==> src/rtl/pwm_multi.sv <==
// pwm_multi: multi-channel PWM with shared prescaled time base, edge/center counting and double-buffered duty/period
module pwm_multi #(
  parameter int WIDTH      = 8,
  parameter int CHANNELS   = 4,
  parameter int PRESCALE_W = 8,
  parameter int CHW        = (CHANNELS > 1) ? $clog2(CHANNELS) : 1
) (
  input  logic                  i_clk,
  input  logic                  i_rst,
  input  logic                  i_en,
  input  logic                  i_mode,
  input  logic [PRESCALE_W-1:0] i_prescale,
  input  logic [WIDTH-1:0]      i_period,
  input  logic                  i_duty_wr,
  input  logic [CHW-1:0]        i_duty_ch,
  input  logic [WIDTH-1:0]      i_duty_in,
  output logic [CHANNELS-1:0]   o_out,
  output logic                  o_period_end
);
  logic [PRESCALE_W-1:0] r_pre;
  logic [WIDTH-1:0]      r_cnt;
  logic                  r_dir;
  logic [WIDTH-1:0]      r_period;
  logic                  r_mode;
  logic                  r_period_end;
  logic                  w_tick;
  logic                  w_top;
  logic                  w_center;
  logic [WIDTH-1:0]      w_cnt_nxt;
  logic                  w_dir_nxt;
  logic                  w_bnd;

  // Center counting degenerates to edge counting when the latched period is zero
  always_comb begin
    w_tick    = i_en && (r_pre == i_prescale);
    w_top     = r_cnt >= r_period;
    w_center  = r_mode && (r_period != '0);
    w_cnt_nxt = !w_tick  ? r_cnt :
                w_center ? (r_dir ? r_cnt - 1'b1 : w_top ? r_period - 1'b1 : r_cnt + 1'b1) :
                           (w_top ? '0 : r_cnt + 1'b1);
    w_dir_nxt = !w_tick ? r_dir : (w_cnt_nxt != '0) && w_center && (r_dir || w_top);
    w_bnd     = w_tick && (w_cnt_nxt == '0);
  end

  // Shared time base; disabled state holds the counter at zero and tracks period/mode live
  always_ff @(posedge i_clk or posedge i_rst) begin
    if (i_rst) begin
      r_pre        <= '0;
      r_cnt        <= '0;
      r_dir        <= 1'b0;
      r_period     <= '0;
      r_mode       <= 1'b0;
      r_period_end <= 1'b0;
    end else if (!i_en) begin
      r_pre        <= '0;
      r_cnt        <= '0;
      r_dir        <= 1'b0;
      r_period     <= i_period;
      r_mode       <= i_mode;
      r_period_end <= 1'b0;
    end else begin
      r_pre        <= w_tick ? '0 : r_pre + 1'b1;
      r_cnt        <= w_cnt_nxt;
      r_dir        <= w_dir_nxt;
      r_period_end <= w_bnd;
      if (w_bnd) begin
        r_period <= i_period;
        r_mode   <= i_mode;
      end
    end
  end

  assign o_period_end = r_period_end;

  for (genvar c = 0; c < CHANNELS; c++) begin : g_ch
    logic [WIDTH-1:0] r_pend;
    logic [WIDTH-1:0] r_act;
    logic             r_out;
    // Writes land in pending; active takes the pre-write pending value at a boundary or while disabled
    always_ff @(posedge i_clk or posedge i_rst) begin
      if (i_rst) begin
        r_pend <= '0;
        r_act  <= '0;
        r_out  <= 1'b0;
      end else begin
        if (i_duty_wr && (i_duty_ch == CHW'(c))) r_pend <= i_duty_in;
        if (!i_en || w_bnd) r_act <= r_pend;
        r_out <= i_en && (r_cnt < r_act);
      end
    end
    assign o_out[c] = r_out;
  end
endmodule

==> config.mk <==
export PLATFORM = sky130hd
export DESIGN_NAME = pwm_multi
export DESIGN_NICKNAME = d
export VERILOG_FILES = /design/src/rtl/pwm_multi.sv
export SDC_FILE = /design/constraint.sdc
export NUM_CORES = 1
export LEC_CHECK = 0
export BUFFER_PORTS_ARGS = -buffer_cell sky130_fd_sc_hd__buf_2
export CAP_MARGIN = 20
export CORE_UTILIZATION = 45
export CTS_CLUSTER_DIAMETER = 150
export DETAILED_ROUTE_END_ITERATION = 10
export PLACE_DENSITY = 0.7
export SLEW_MARGIN = 20
export SYNTH_ARGS = -nofsm -noshare
export SYNTH_HDL_FRONTEND = slang
export SYNTH_SLANG_ARGS = --single-unit
==> constraint.sdc <==
create_clock -name i_clk -period 4.05 [get_ports i_clk]
set_input_delay 0.2025 -clock i_clk [delete_from_list [all_inputs] [get_ports i_clk]]
set_output_delay 0.2025 -clock i_clk [all_outputs]
set_load 0.03 [all_outputs]
==> results_dict.tcl <==
set metrics [dict create \
    status "finished, final reports clean" \
    cts_tree "done" \
    first_pass_iters 4 \
    syn_area_per_cell_um2 11.56 \
    final_util_pct 51.65 \
    worstPathCellList "inv_1 > ha_1 > or4_1 > a21o_1 > and3_1 > o311ai_0 > o21ai_0 > a31oi_1 > nor4b_4 > a31oi_4 > buf_4 > mux2_4" \
    netlist.top_cell.by_area "dfrtp_1" \
    crit_start "r_period[2]$_DFFE_PP0P_" \
    cp.required_ns 4.28 \
    r2r-end "r_period[5]$_DFFE_PP0P_" \
    routed_wl_mm 10.98 \
    viasPerCell 5.317 \
    grt_pass1_vias 3819 \
    synth-main-ff-cell "dfrtp_1" \
    drive_gt1_share_pct 27.60 \
    synth_top_family_by_area "multiplexers" \
    synthXorXnorAreaFrac_pct 4.226 \
    yosysTopAreaCellShare_pct 42.49 \
    synth_compound_area_share_pct 9.839 \
    synthArstFlopShare_pct 100.0 \
    critical_path.top_delay_family "compound AO/OA/AOI/OAI gates" \
    cts_sinks 95 \
    drv_cap 0 \
    hold_viol_final 0 \
    cts_resized 0 \
    synthSimpleGateAreaFrac_pct 10.85 \
    cts_root_buf "clkbuf_16" \
    crit_end "r_period[5]$_DFFE_PP0P_" \
    die_area_um2 12880 \
    seq_area_frac_synth_pct 42.49 \
    ys_ff_latch 95 \
    routed-via-count 3706 \
    synth.distinct_cells 58 \
    portBuffers 35 \
    dp_cells 679 \
    fin_cells 697 \
    p_leak_nw 3.112 \
    multiInputGateArea_um2 2904 \
    synthAdderAreaFrac_pct 9.168 \
    worst_slew_pin_slew_ns 0.7968 \
    synthCells 484 \
    diodes 0 \
    fillers 1059 \
    die_w_um 113.5 \
    path_depth 12 \
    cts.path.max_buffers 2 \
    cp_max_fo 9 \
    grt_max_degree 56 \
    cp-start-kind "register" \
    power_mw 2.456 \
    track_usage_pct 18.55 \
    critPathMaxStageDelay_ns 0.52 \
    synth.mux.area_fraction_pct 17.73 \
    synth_warnings 0 \
    critPathCaptureType "register" \
    crit_arrival_ns 4.05 \
    cp_num_buf_inv 2 \
    area.growth.synth_to_final_pct 11.34 \
    std_cell_rows 40 \
    start_util_pct 46.39 \
    setup-violations-final 0 \
    max_freq_mhz 262.1 \
    hp-class "in2reg" \
    drt_iter0_drc 260 \
    gp_congestion 0.9124 \
    min_period_ns 3.816 \
    hold_ws_ns 0.08463 \
    rrSetupSlack_ns 0.23 \
    finalCritPeriodShare_pct 94.22 \
    clk_latency_ns 0.35 \
    ir_drop_uv 316.8 \
    cts_buffers 9 \
    r2r-start "r_period[2]$_DFFE_PP0P_" \
    rsz0062_at_grt "false" \
    ff_latch_area_um2 2377 \
    setup_tns_ns 0 \
    grt_antenna_before_repair 0 \
    pin_count 36 \
    clk_pin_slew_ns 0.06 \
    worst_slew_margin_rel_pct 46.65 \
    fin_worst_skew_ns 0.008482 \
    worst-setup-path-type "reg2reg" \
    grt_pass1_wl_mm 18.71 \
    die_y_um 113.5 \
    cts-htree-levels 3 \
    nets 596 \
    synthTopCellsByArea "dfrtp_1 (42%), mux2_4 (11%), ha_1 (9.2%), mux2_2 (6.6%), xnor2_1 (3.1%)" \
    powerDensity_nw_per_um2 394.2 \
    avgRoutedWirePerCell_um 15.76 \
    synth_nets 556 \
    syn_area_um2 5595 \
    drc 0 \
    dp_hpwl_mm 8.058 \
    core-area_um2 12060 \
    slew_viol_final 0 \
    reg2reg_depth 12 \
    synth_edf_count 0 \
    grt-ovfl-total 0 \
    slowest_stage "or4_1" \
    ant_nets 0 \
    post_cts_buffers 0 \
]
==> cell type report <==
cell class              instances  share of cell area, %
repair buffers                 47                  4.700
flip-flops and latches         95                  38.16
multi-input cells             328                  46.62
clock inverters                 5                 0.6427
well taps                     168                  3.374
clock buffers                  11                  3.896
inverters                      43                  2.611
==> flip-flops by register name, summed over array words and instances, names as in the netlist <==
signal,count
g_ch.r_act,32
g_ch.r_pend,32
r_cnt,8
r_period,8
r_pre,8
g_ch.r_out,4
o_period_end,1
r_dir,1
r_mode,1
==> cell usage in the layout, fill, tap and decap left out, types with 3 or more instances in the layout <==
| cell | count |
|---|---|
| nand2_1 | 13 |
| o21ai_0 | 9 |
| o21a_1 | 3 |
| xnor2_1 | 20 |
| mux2_4 | 40 |
| inv_1 | 42 |
| and2_1 | 4 |
| clkbuf_16 | 9 |
| buf_2 | 35 |
| nor4_1 | 5 |
| a21o_1 | 18 |
| and3_1 | 7 |
| mux2_2 | 33 |
| a21oi_1 | 14 |
| nand4_1 | 3 |
| buf_4 | 9 |
| nand2b_1 | 10 |
| xor2_1 | 7 |
| a31oi_1 | 3 |
| a211oi_1 | 7 |
| nor2_1 | 23 |
| ha_1 | 41 |
| nor2b_1 | 6 |
| dfrtp_1 | 95 |
| nor3_1 | 6 |
| nand3_1 | 12 |
| or4_1 | 4 |
==> what timing repair did <==
action / in CTS / in global routing
hold buffers: 0 / 1
endpoints found under the hold margin: 0 / 13
setup endpoints to repair: 0 / 0
==> cells by family after synthesis <==
logic type | after synthesis
AOI/OAI and AO/OA | 76
xor gates and xnor gates | 27
adders and majority gates | 41
buffers and inverters | 61
DFF | 95
muxes | 75
and+or+nand+nor | 109
==> worst min-delay path by stage <==
stage | from | to | depth (start not counted)
4_1_cts | i_rst | g_ch[1].r_pend[0]$_DFFE_PP0P_ | 2
6_report | i_mode | r_mode$_DFFE_PP0P_ | 2
5_1_grt | i_period[0] | r_period[0]$_DFFE_PP0P_ | 2
3_5_place_dp | i_rst | g_ch[1].r_pend[0]$_DFFE_PP0P_ | 2
3_3_place_gp | i_rst | g_ch[3].r_pend[0]$_DFFE_PP0P_ | 2
2_1_floorplan | i_en | r_cnt[0]$_DFF_PP0_ | 1
==> per-layer routing <==
layer	global-route usage, %	wire (um)	vias up
met5	0	0	-
met4	6.140	196	0
met3	4.782	420	19
met2	29.63	5231	78
met1	24.58	5133	1821
li1	-	-	1788
==> through the flow <==
| stage | cell area (um^2) | setup slack (ns) |
|---|---|---|
| after floorplan | 5595 | 0.6194 |
| after global placement | 5917 | 0.4374 |
| after detailed placement | 5917 | 0.3180 |
| after CTS | 6200 | 0.2774 |
| after global routing | 6230 | 0.04270 |
| final | 6230 | 0.2340 |
==> cell usage after synthesis (3+ instances only) <==
master,number
buf_4,4
o21ai_0,9
a211oi_1,7
dfrtp_1,95
nand2b_1,10
xor2_1,7
nor2_1,23
nand3_1,12
and2_1,4
clkbuf_1,7
a21oi_1,14
inv_1,43
nor3_1,6
or4_1,4
mux2_2,33
nand4_1,3
nor2b_1,6
ha_1,41
a21o_1,18
nor4_1,5
nor3b_1,3
o21a_1,3
buf_12,4
and3_1,7
mux2_4,40
a31oi_1,3
nand2_1,13
xnor2_1,20
==> worst register-to-register path: stages (launching register included) <==
cell and delay (ns):
dfrtp_1 0.48, inv_1 0.08, ha_1 0.21, or4_1 0.52, a21o_1 0.18, and3_1 0.27, o311ai_0 0.34, o21ai_0 0.14
a31oi_1 0.35, nor4b_4 0.11, a31oi_4 0.39, buf_4 0.31, mux2_4 0.32
==> where the power goes <==
group | switching (mW) | total, mW | internal [mW]
Sequential | 0.101 | 1.20 | 1.10
Combinational | 0.181 | 0.447 | 0.265
Clock | 0.370 | 0.808 | 0.439
Total | 0.651 | 2.46 | 1.80
Note: power is estimated with default switching activity, not from simulation.
